**config.mk**
```make
export PLATFORM = sky130hd
export DESIGN_NAME = weight_tile_loader_flat
export DESIGN_NICKNAME = d
export VERILOG_FILES = /design/src/rtl/weight_tile_loader_if.sv /design/src/rtl/weight_tile_loader.sv /design/src/flat_wrapper.sv
export SDC_FILE = /design/constraint.sdc
export NUM_CORES = 1
export LEC_CHECK = 0
export ABC_AREA = 1
export CAP_MARGIN = 30
export CORE_MARGIN = 4
export CORE_UTILIZATION = 40
export CTS_BUF_LIST = sky130_fd_sc_hd__clkbuf_8
export DETAILED_ROUTE_END_ITERATION = 8
export PLACE_DENSITY = 0.67
export SYNTH_ARGS = -nofsm -noshare
export SYNTH_HDL_FRONTEND = slang
export SYNTH_SLANG_ARGS = --single-unit
```
**constraint.sdc**
```tcl
create_clock -name clk -period 3 [get_ports clk]
set_input_delay 0.6 -clock clk [delete_from_list [all_inputs] [get_ports clk]]
set_output_delay 0.6 -clock clk [all_outputs]
set_load 0.01 [all_outputs]
```
**src/rtl/weight_tile_loader_if.sv**
```systemverilog
// Byte-lane input stream into weight_tile_loader.
// Ports: in_valid/in_data from source, in_ready back to source.
interface weight_tile_loader_if #(
    parameter int BUS_BYTES = 4
) ();
    logic                   in_valid;
    logic                   in_ready;
    logic [8*BUS_BYTES-1:0] in_data;

    modport master (
        output in_valid,
        output in_data,
        input  in_ready
    );

    modport slave (
        input  in_valid,
        input  in_data,
        output in_ready
    );
endinterface

```
**src/rtl/weight_tile_loader.sv**
```systemverilog
// Ping-pong N*N-byte weight tile assembler feeding the weight arranger.
// Ports: clk, reset_n (async low), flush, in_if (byte-lane stream, slave),
//   array_ready, weight_in/weight_en/weight_ctr/tile_done to the arranger,
//   buf_count (full buffers). Macro WTL_TRANSPOSE_EN: store stream byte
//   r*N+c at tile position c*N+r (column-major source to row-major tile).
module weight_tile_loader #(
    parameter int N         = 4,
    parameter int BUS_BYTES = 4
) (
    input  logic                clk,
    input  logic                reset_n,
    input  logic                flush,
    weight_tile_loader_if.slave in_if,
    input  logic                array_ready,
    output logic [8*N*N-1:0]    weight_in,
    output logic                weight_en,
    output logic                weight_ctr,
    output logic                tile_done,
    output logic [1:0]          buf_count
);
    localparam int TB    = N * N;
    localparam int TW    = 8 * TB;
    localparam int BEATS = TB / BUS_BYTES;
    localparam int BW    = (BEATS > 1) ? $clog2(BEATS) : 1;
    localparam int CW    = (N > 1) ? $clog2(N) : 1;
    localparam logic [BW-1:0] LAST_BEAT = BW'(BEATS - 1);
    localparam logic [CW-1:0] LAST_COL  = CW'(N - 1);

    if ((TB % BUS_BYTES) != 0) begin : g_bad_bus
        $error("N*N must be a multiple of BUS_BYTES");
    end

    typedef enum logic [1:0] {
        IDLE,
        LOAD,
        STREAM
    } state_t;

    function automatic int tile_pos(input int s);
`ifdef WTL_TRANSPOSE_EN
        return (s % N) * N + s / N;
`else
        return s;
`endif
    endfunction

    state_t             state_q, state_d;
    logic [1:0][TW-1:0] buf_q, buf_d;
    logic [1:0]         full_q, full_d;
    logic               wr_ptr_q, wr_ptr_d;
    logic               rd_ptr_q, rd_ptr_d;
    logic [BW-1:0]      beat_q, beat_d;
    logic [CW-1:0]      col_q, col_d;
    logic [TW-1:0]      win_q, win_d;
    logic               accept;

    always_comb begin
        state_d  = state_q;
        buf_d    = buf_q;
        full_d   = full_q;
        wr_ptr_d = wr_ptr_q;
        rd_ptr_d = rd_ptr_q;
        beat_d   = beat_q;
        col_d    = col_q;
        win_d    = win_q;
        accept   = in_if.in_valid && !full_q[wr_ptr_q];

        // weight_in is captured on entry to LOAD so it is valid
        // during the weight_en cycle itself.
        unique case (state_q)
            IDLE: begin
                if (full_q[rd_ptr_q] && array_ready) begin
                    state_d = LOAD;
                    win_d   = buf_q[rd_ptr_q];
                end
            end
            LOAD: begin
                full_d[rd_ptr_q] = 1'b0;
                rd_ptr_d         = !rd_ptr_q;
                col_d            = '0;
                state_d          = STREAM;
            end
            STREAM: begin
                col_d = col_q + 1'b1;
                if (col_q == LAST_COL) begin
                    if (full_q[rd_ptr_q] && array_ready) begin
                        state_d = LOAD;
                        win_d   = buf_q[rd_ptr_q];
                    end else begin
                        state_d = IDLE;
                    end
                end
            end
            default: state_d = IDLE;
        endcase

        // The write buffer is never the one being released in LOAD,
        // so fill-side completion and LOAD release never collide.
        if (accept) begin
            for (int j = 0; j < BUS_BYTES; j++) begin
                buf_d[wr_ptr_q][8*tile_pos(int'(beat_q)*BUS_BYTES + j) +: 8] =
                    in_if.in_data[8*j +: 8];
            end
            if (beat_q == LAST_BEAT) begin
                full_d[wr_ptr_q] = 1'b1;
                wr_ptr_d         = !wr_ptr_q;
                beat_d           = '0;
            end else begin
                beat_d = beat_q + 1'b1;
            end
        end

        if (flush) begin
            state_d  = IDLE;
            full_d   = '0;
            wr_ptr_d = 1'b0;
            rd_ptr_d = 1'b0;
            beat_d   = '0;
            col_d    = '0;
            win_d    = '0;
        end
    end

    always_ff @(posedge clk or negedge reset_n) begin
        if (!reset_n) begin
            state_q  <= IDLE;
            buf_q    <= '0;
            full_q   <= '0;
            wr_ptr_q <= 1'b0;
            rd_ptr_q <= 1'b0;
            beat_q   <= '0;
            col_q    <= '0;
            win_q    <= '0;
        end else begin
            state_q  <= state_d;
            buf_q    <= buf_d;
            full_q   <= full_d;
            wr_ptr_q <= wr_ptr_d;
            rd_ptr_q <= rd_ptr_d;
            beat_q   <= beat_d;
            col_q    <= col_d;
            win_q    <= win_d;
        end
    end

    assign in_if.in_ready = !full_q[wr_ptr_q];
    assign weight_in      = win_q;
    assign weight_en      = (state_q == LOAD);
    assign weight_ctr     = (state_q == STREAM);
    assign tile_done      = (state_q == STREAM) && (col_q == LAST_COL);
    assign buf_count      = {1'b0, full_q[0]} + {1'b0, full_q[1]};
endmodule

```
**src/flat_wrapper.sv**
```systemverilog
// flat-port wrapper written by rule: the top's interface ports become plain ports
module weight_tile_loader_flat 
#(
    parameter int N         = 4,
    parameter int BUS_BYTES = 4
)
  (clk, reset_n, flush, array_ready, weight_in, weight_en, weight_ctr, tile_done, buf_count, in_if_in_valid, in_if_in_data, in_if_in_ready);
  weight_tile_loader_if #(.BUS_BYTES(BUS_BYTES)) in_if_i ();
  input  logic clk;
  input  logic reset_n;
  input  logic flush;
  input  logic array_ready;
  output logic [8*N*N-1:0] weight_in;
  output logic weight_en;
  output logic weight_ctr;
  output logic tile_done;
  output logic [1:0] buf_count;
  input wire logic [$bits(in_if_i.in_valid)-1:0] in_if_in_valid;
  input wire logic [$bits(in_if_i.in_data)-1:0] in_if_in_data;
  output wire logic [$bits(in_if_i.in_ready)-1:0] in_if_in_ready;
  assign in_if_i.in_valid = in_if_in_valid;
  assign in_if_i.in_data = in_if_in_data;
  assign in_if_in_ready = in_if_i.in_ready;
  weight_tile_loader #(.N(N), .BUS_BYTES(BUS_BYTES)) u_core (.clk(clk), .reset_n(reset_n), .flush(flush), .in_if(in_if_i), .array_ready(array_ready), .weight_in(weight_in), .weight_en(weight_en), .weight_ctr(weight_ctr), .tile_done(tile_done), .buf_count(buf_count));
endmodule
```
---- After elaboration in Yosys (flattened, before gate mapping) ----
Index checks and enable logic that the tools add are counted.
storage, ports and cells
  logic and storage cells ................. 102
  bits in registers ....................... 394
cells by class
  reduce and logical (&&, ||, !) cells .... 17
  eq/ne operators ......................... 6
  bitwise gates (word level) .............. 3
  magnitude comparators ................... 4
  muxes and demuxes ....................... 45
  add/subtract/negate cells ............... 10
  shift operators ......................... 8
operators by type and width
  cell                                                         number
  2-to-1 mux 128 bit                                           9
  bitwise mux 256 bit                                          4
  demux 128 bit (select 1 bit)                                 4
  variable shift 8 x 33 -> 128 bit (first input constant)      4
  indexed part select 8 x 33 -> 128 bit                        4
  case mux 128 bit (2 select lines)                            1
  negator 32 -> 33 bit                                         3
  negator 7 -> 33 bit                                          1
  2-to-1 mux 2 bit                                             11
  2-to-1 mux 1 bit                                             12
  adder 4 x 2 -> 5 bit (second input constant)                 2
  equality test 2 bit (second input constant)                  3
  != test 3 x 2 -> 1 bit (second input constant)               2
  case mux 2 bit (3 select lines)                              1
  AND reduction 2 bit                                          3
  nonzero test 2 bit                                           3
  nonzero test 3 bit                                           2
  adder 4 x 1 -> 5 bit (second input constant)                 1
  logical AND 1 bit                                            5
  adder 2 x 1 -> 2 bit (second input constant)                 2
  less-than comparator 1 x 2 -> 1 bit (second input constant)  2
  case mux 2 bit (2 select lines)                              1
  logical NOT 1 bit                                            3
  adder 1 x 1 -> 2 bit                                         1
  other kinds (7)                                              9

---- Longest topological paths before layout ----
  depth after elaboration ................. 11
  depth in mapped cells ................... 11

---- Worst setup path before layout ----
Ideal clock, no wire load.
  kind .................................... register to register
  start point ............................. reg u_core.beat_q[0]
  end point ............................... reg u_core.buf_q[136] (netlist name)
  arrival time ............................ 2.014 ns
  setup time .............................. 0.122 ns
  path slack .............................. 0.864 ns
  period minus slack after synthesis ...... 2.136 ns
  path buffers ............................ 4
  cell stages (with the launch flop) ...... 12
  path through ............................ dfrtp_1 -> buf_2 -> inv_1 -> clkbuf_1 -> ha_1 -> clkbuf_1 -> nand2_1 -> inv_1 -> nand3_4 -> buf_2 -> nand2_1 -> o21ai_1
between the ends
  longest elaborated chain between the ends .. 8
ends and longest elaborated chain
  item                                                                                      RTL line                                              text
  from (decl)                                                                               weight_tile_loader.sv:52                              logic [BW-1:0] beat_q, beat_d;
  from (signal assigned)                                                                    weight_tile_loader.sv:140                             beat_q <= beat_d;
  adder 4 x 1 -> 5 bit or negator 7 -> 33 bit (tied branches)                               weight_tile_loader.sv:101, weight_tile_loader.sv:102
  negator 32 -> 33 bit or variable shift 8 x 33 -> 128 bit (tied branches)                  weight_tile_loader.sv:102, weight_tile_loader.sv:101
  variable shift 8 x 33 -> 128 bit or 2-to-1 mux 128 bit (tied branches)                    weight_tile_loader.sv:101                             buf_d[wr_ptr_q][8*tile_pos(int'(beat_q)*BUS_BYTES + j) +: 8] =
  2-to-1 mux 128 bit (not written as such) or demux 128 bit (select 1 bit) (tied branches)  --
  demux 128 bit (select 1 bit) or bitwise mux 256 bit (tied branches)                       --
  bitwise mux 256 bit (2 in a row)                                                          weight_tile_loader.sv:101
  bitwise mux 256 bit *                                                                     weight_tile_loader.sv:101
  to (signal assigned)                                                                      weight_tile_loader.sv:136                             buf_q <= buf_d;
  to (decl)                                                                                 weight_tile_loader.sv:48                              logic [1:0][TW-1:0] buf_q, buf_d;
Every way passes the cells marked *; elsewhere a longest branch is shown, timed or not.
A chain may end at the register's enable or synchronous reset.

---- Worst setup path in the final report ----
  start point ............................. reg u_core.wr_ptr_q
  end point ............................... out in_if_in_ready
between the ends
  longest elaborated chain between the ends .. 3
ends and longest elaborated chain
  item                                                 RTL line                   text
  from (decl)                                          weight_tile_loader.sv:50   logic wr_ptr_q, wr_ptr_d;
  from (signal assigned)                               weight_tile_loader.sv:138  wr_ptr_q <= wr_ptr_d;
  2-to-1 mux 1 bit (not written as such) (2 in a row)  weight_tile_loader.sv:146  assign in_if.in_ready = !full_q[wr_ptr_q];
  logical NOT 1 bit                                    weight_tile_loader.sv:146
  to (decl)                                            flat_wrapper.sv:20         output wire logic [$bits(in_if_i.in_ready)-1:0] in_if_in_ready;
Every way passes these cells. The select of a mux whose other input is x is not followed.

==> impl_summary.log <==
INFO  metric netlist_area = 17300 um^2
INFO  metric timing.final.hold_violations = 0
INFO  metric routed_wire_length_per_instance = 18.4 um
INFO  metric cts.sink_count = 394
INFO  metric worstSetupEndpoint = in_if_in_ready
INFO  metric worstSetupEndpointType = primary output
INFO  metric cts.reportedPaths.clkPinSlew = 0.06 ns
INFO  metric tritoncts.num_buffers = 66
INFO  metric post_synth_inst_count = 2073
INFO  metric finalNetCount = 2234
INFO  metric dieHeight = 216 um
INFO  metric asyncSetResetFlopFracSynth = 1.00
INFO  metric vias_per_cell = 5.29
INFO  metric antenna-diode-count = 0
INFO  metric post_route_cells_drive_above_1_share = 0.0645
INFO  metric total_routing_resource_utilization_after_global_routing = 0.221
INFO  metric cts_root_buffer = sky130_fd_sc_hd__clkbuf_8
INFO  metric die_area = 46700 um^2
INFO  metric report.final.setup_viol = 0
INFO  metric reg_to_reg_critical_path_endpoint = u_core.buf_q[46]
INFO  metric synth_top_cells_by_area = sky130_fd_sc_hd__dfrtp_1, sky130_fd_sc_hd__nand2_1, sky130_fd_sc_hd__nand3_1, sky130_fd_sc_hd__nor2_1, sky130_fd_sc_hd__o21ai_1
INFO  metric cts_post_setup_buffers_inserted = 0
INFO  metric worst_setup_path_startpoint = u_core.wr_ptr_q
INFO  metric global_route.overflow_total = 0
INFO  metric clock_path_buffers = 3
INFO  metric number_of_enable_flip_flop_cells_after_synthesis = 0
INFO  metric min_path_type = flop to flop
INFO  metric synth_top_flop_cell = sky130_fd_sc_hd__dfrtp_1
INFO  metric synth.avg_cell_area = 8.36 um^2
INFO  metric tritoncts = yes
INFO  metric post_synth_most_frequent_cells = sky130_fd_sc_hd__nand2_1, sky130_fd_sc_hd__dfrtp_1, sky130_fd_sc_hd__nor2_1, sky130_fd_sc_hd__nand3_1, sky130_fd_sc_hd__o21ai_1
INFO  metric number_of_input_and_output_port_buffers_inserted = 170
INFO  metric wire_length_reported_by_the_detailed_router = 51800 um
INFO  metric first_iter_violations = 1481
INFO  metric drt_drc_violations_left = 0
INFO  metric synth.most_common_cell = sky130_fd_sc_hd__nand2_1
INFO  metric worst_slew_margin_rel = 0.474
INFO  metric max_slew.worst_pin.slew = 0.787 ns
INFO  metric place_congestion = 0.858
INFO  metric cp-start-kind = flop
INFO  metric die_w = 216 um
INFO  metric setup_total_negative_slack = 0 ns
INFO  metric power_per_cell_area = 608 nW/um^2
INFO  metric floorplan.initialDensity = 0.403
INFO  metric grt_setup_unrepaired = no
INFO  metric dp.final_hpwl = 31800 um
INFO  metric worst-r2r-cell-count = 8
INFO  metric maximum_operating_frequency = 0.374 GHz
INFO  metric grt_start_max_net_pins = 132
INFO  metric coreArea = 43000 um^2
INFO  metric synth_fp_nets = 2118
INFO  metric yosys_register_bits = 394
INFO  metric design.portCount = 171
INFO  metric worst_skew_pair.late_latency = 0.59 ns
INFO  metric worst-r2r-setup-slack = 0.79 ns
INFO  metric timing.critical_path.arrival = 2.08 ns
INFO  metric drtPass1Iterations = 5
INFO  metric grt_antenna_before_repair = 2
INFO  metric route.antenna.remaining_nets = 0
INFO  metric area_growth = 19.4%
INFO  metric report.final.slew_viol_count = 0
INFO  metric synth_top_cell_area_share = 0.569
INFO  metric yosys_warnings = 0
INFO  metric finalClockSkew = 0.0302 ns
INFO  metric synth.yosys.seq_area_share = 0.569
INFO  metric finalCritPeriodShare = 0.892
INFO  metric grt_pass1_wl = 83100 um
INFO  metric number_of_max_capacitance_violations_reported = 0
INFO  metric fillers = 4119
INFO  metric count_of_h_tree_levels_built_during_cts = 3
INFO  metric crit_fanout = 14
INFO  metric crit-reg2reg-launch = u_core.beat_q[0]
INFO  metric power.leakage = 10.1 nW
INFO  metric yosys.cell_types.count = 24
INFO  metric postLayoutCoreUtil = 0.482
INFO  metric worst_ep_required_time = 2.40 ns
INFO  metric status = complete, no violations
INFO  metric grt_pass1_vias = 14700
INFO  metric floorplan.rows = 76
INFO  metric worstSetupPathType = flop to primary output
INFO  metric final.min_clock_period = 2.68 ns
INFO  metric synth_largest_area_cell = sky130_fd_sc_hd__dfrtp_1
INFO  metric worst_ir_drop_vdd = 0.280 mV
INFO  metric via_count = 14900
-- how the worst min path moves through the flow --
stage,from,to,slack (ns),cells past startpoint
finish,u_core.weight_in[87],u_core.weight_in[87],0.47,2
global route,u_core.weight_in[92],u_core.weight_in[92],0.50,2
CTS,u_core.weight_in[87],u_core.weight_in[87],0.47,2
detailed placement,u_core.weight_in[23],u_core.weight_in[23],0.46,2
global placement,u_core.weight_in[114],u_core.weight_in[114],0.46,2
floorplan,reset_n,u_core.beat_q[0],0.30,0
-- sequential cells by signal (all words and copies together), names as in the netlist --
signal	count
u_core.buf_q	256
u_core.weight_in	128
u_core.beat_q	2
u_core.col_q	2
u_core.full_q	2
u_core.state_q	2
u_core.rd_ptr_q	1
u_core.wr_ptr_q	1
-- metal layers --
layer / global-route usage / vias up / part of all wire
li1: - / 7022 / -
met1: 0.306 / 7171 / 0.44
met3: 0.0569 / 119 / 0.078
met2: 0.332 / 586 / 0.44
met4: 0.0924 / 4 / 0.043
met5: 0 / - / 0.00052
-- stage by stage --
stage	cells	instance area, um^2	hold WS (ns)	power [mW]	worst slack (ns)
finish	2816	20700	0.468	12.6	0.324
global route	2816	20700	0.497	13.2	0.213
CTS	2816	20700	0.474	12.7	0.315
detailed placement	2705	19400	0.457	8.11	0.480
global placement	2705	19400	0.457	8.04	0.530
floorplan	2073	17300	0.304	7.20	0.864
-- layout make-up --
| type | count | area (um^2) | share of cell area |
|---|---|---|---|
| repair buffers | 206 | 2130 | 0.103 |
| clock buffers | 83 | 1140 | 0.0552 |
| well taps | 585 | 732 | 0.0354 |
| multi-input cells | 1488 | 6600 | 0.319 |
| inverters | 33 | 125 | 0.00604 |
| clock inverters | 27 | 111 | 0.00538 |
| flip-flops and latches | 394 | 9860 | 0.476 |
-- power by group --
| group | internal, mW | switching, mW | leakage (nW) | total (mW) |
|---|---|---|---|---|
| Clock | 2.47 | 2.10 | 0.728 | 4.57 |
| Combinational | 0.710 | 1.19 | 3.95 | 1.90 |
| Sequential | 5.84 | 0.284 | 5.42 | 6.12 |
-- worst max-delay path: stages (launching register included) --
cell	delay, ns
sky130_fd_sc_hd__dfrtp_1	0.67
sky130_fd_sc_hd__nand2_1	0.13
sky130_fd_sc_hd__o21ai_2	0.12
sky130_fd_sc_hd__clkdlybuf4s50_1	0.59
-- cell usage in the layout (no fill, tap or decap) --
cell type | Yosys | routed
sky130_fd_sc_hd__inv_1 | 30 | 51
sky130_fd_sc_hd__nand3_2 | 2 | 2
sky130_fd_sc_hd__inv_2 | 3 | 2
sky130_fd_sc_hd__nor3_2 | 2 | 2
sky130_fd_sc_hd__nand3_4 | 6 | 7
sky130_fd_sc_hd__buf_4 | 20 | 23
sky130_fd_sc_hd__dfrtp_1 | 394 | 393
sky130_fd_sc_hd__clkinv_2 | 0 | 6
sky130_fd_sc_hd__ha_1 | 8 | 8
sky130_fd_sc_hd__nor3b_1 | 1 | 1
sky130_fd_sc_hd__o21ai_0 | 190 | 190
sky130_fd_sc_hd__buf_8 | 0 | 1
sky130_fd_sc_hd__nand4_1 | 2 | 2
sky130_fd_sc_hd__clkbuf_8 | 0 | 83
sky130_fd_sc_hd__nand2_4 | 0 | 2
sky130_fd_sc_hd__nor2_1 | 272 | 272
sky130_fd_sc_hd__nor2_2 | 1 | 1
sky130_fd_sc_hd__nand3_1 | 239 | 238
sky130_fd_sc_hd__buf_12 | 0 | 12
sky130_fd_sc_hd__dlygate4sd3_1 | 0 | 1
sky130_fd_sc_hd__clkinvlp_4 | 0 | 1
sky130_fd_sc_hd__o21ai_1 | 199 | 199
sky130_fd_sc_hd__nand2_1 | 557 | 556
sky130_fd_sc_hd__clkdlybuf4s50_1 | 0 | 169
sky130_fd_sc_hd__o21ai_2 | 1 | 1
sky130_fd_sc_hd__dfrtp_2 | 0 | 1
sky130_fd_sc_hd__a21oi_1 | 6 | 6
sky130_fd_sc_hd__nor3_1 | 1 | 1
-- kinds of logic (layout without fill, tap and decap cells) --
kind of cell,after synthesis,count (layout),synth area share
compound gates,396,396,0.115
simple gates,1084,1084,0.259
fa+ha+maj,8,8,0.00577
buf+inv,191,349,0.0519
flops,394,394,0.569
-- repair_timing --
item	in CTS	in global routing
hold buffers	1	0
endpoints found under the hold margin	37	0
resized for setup	0	0
(Power assumes the default switching activity.)
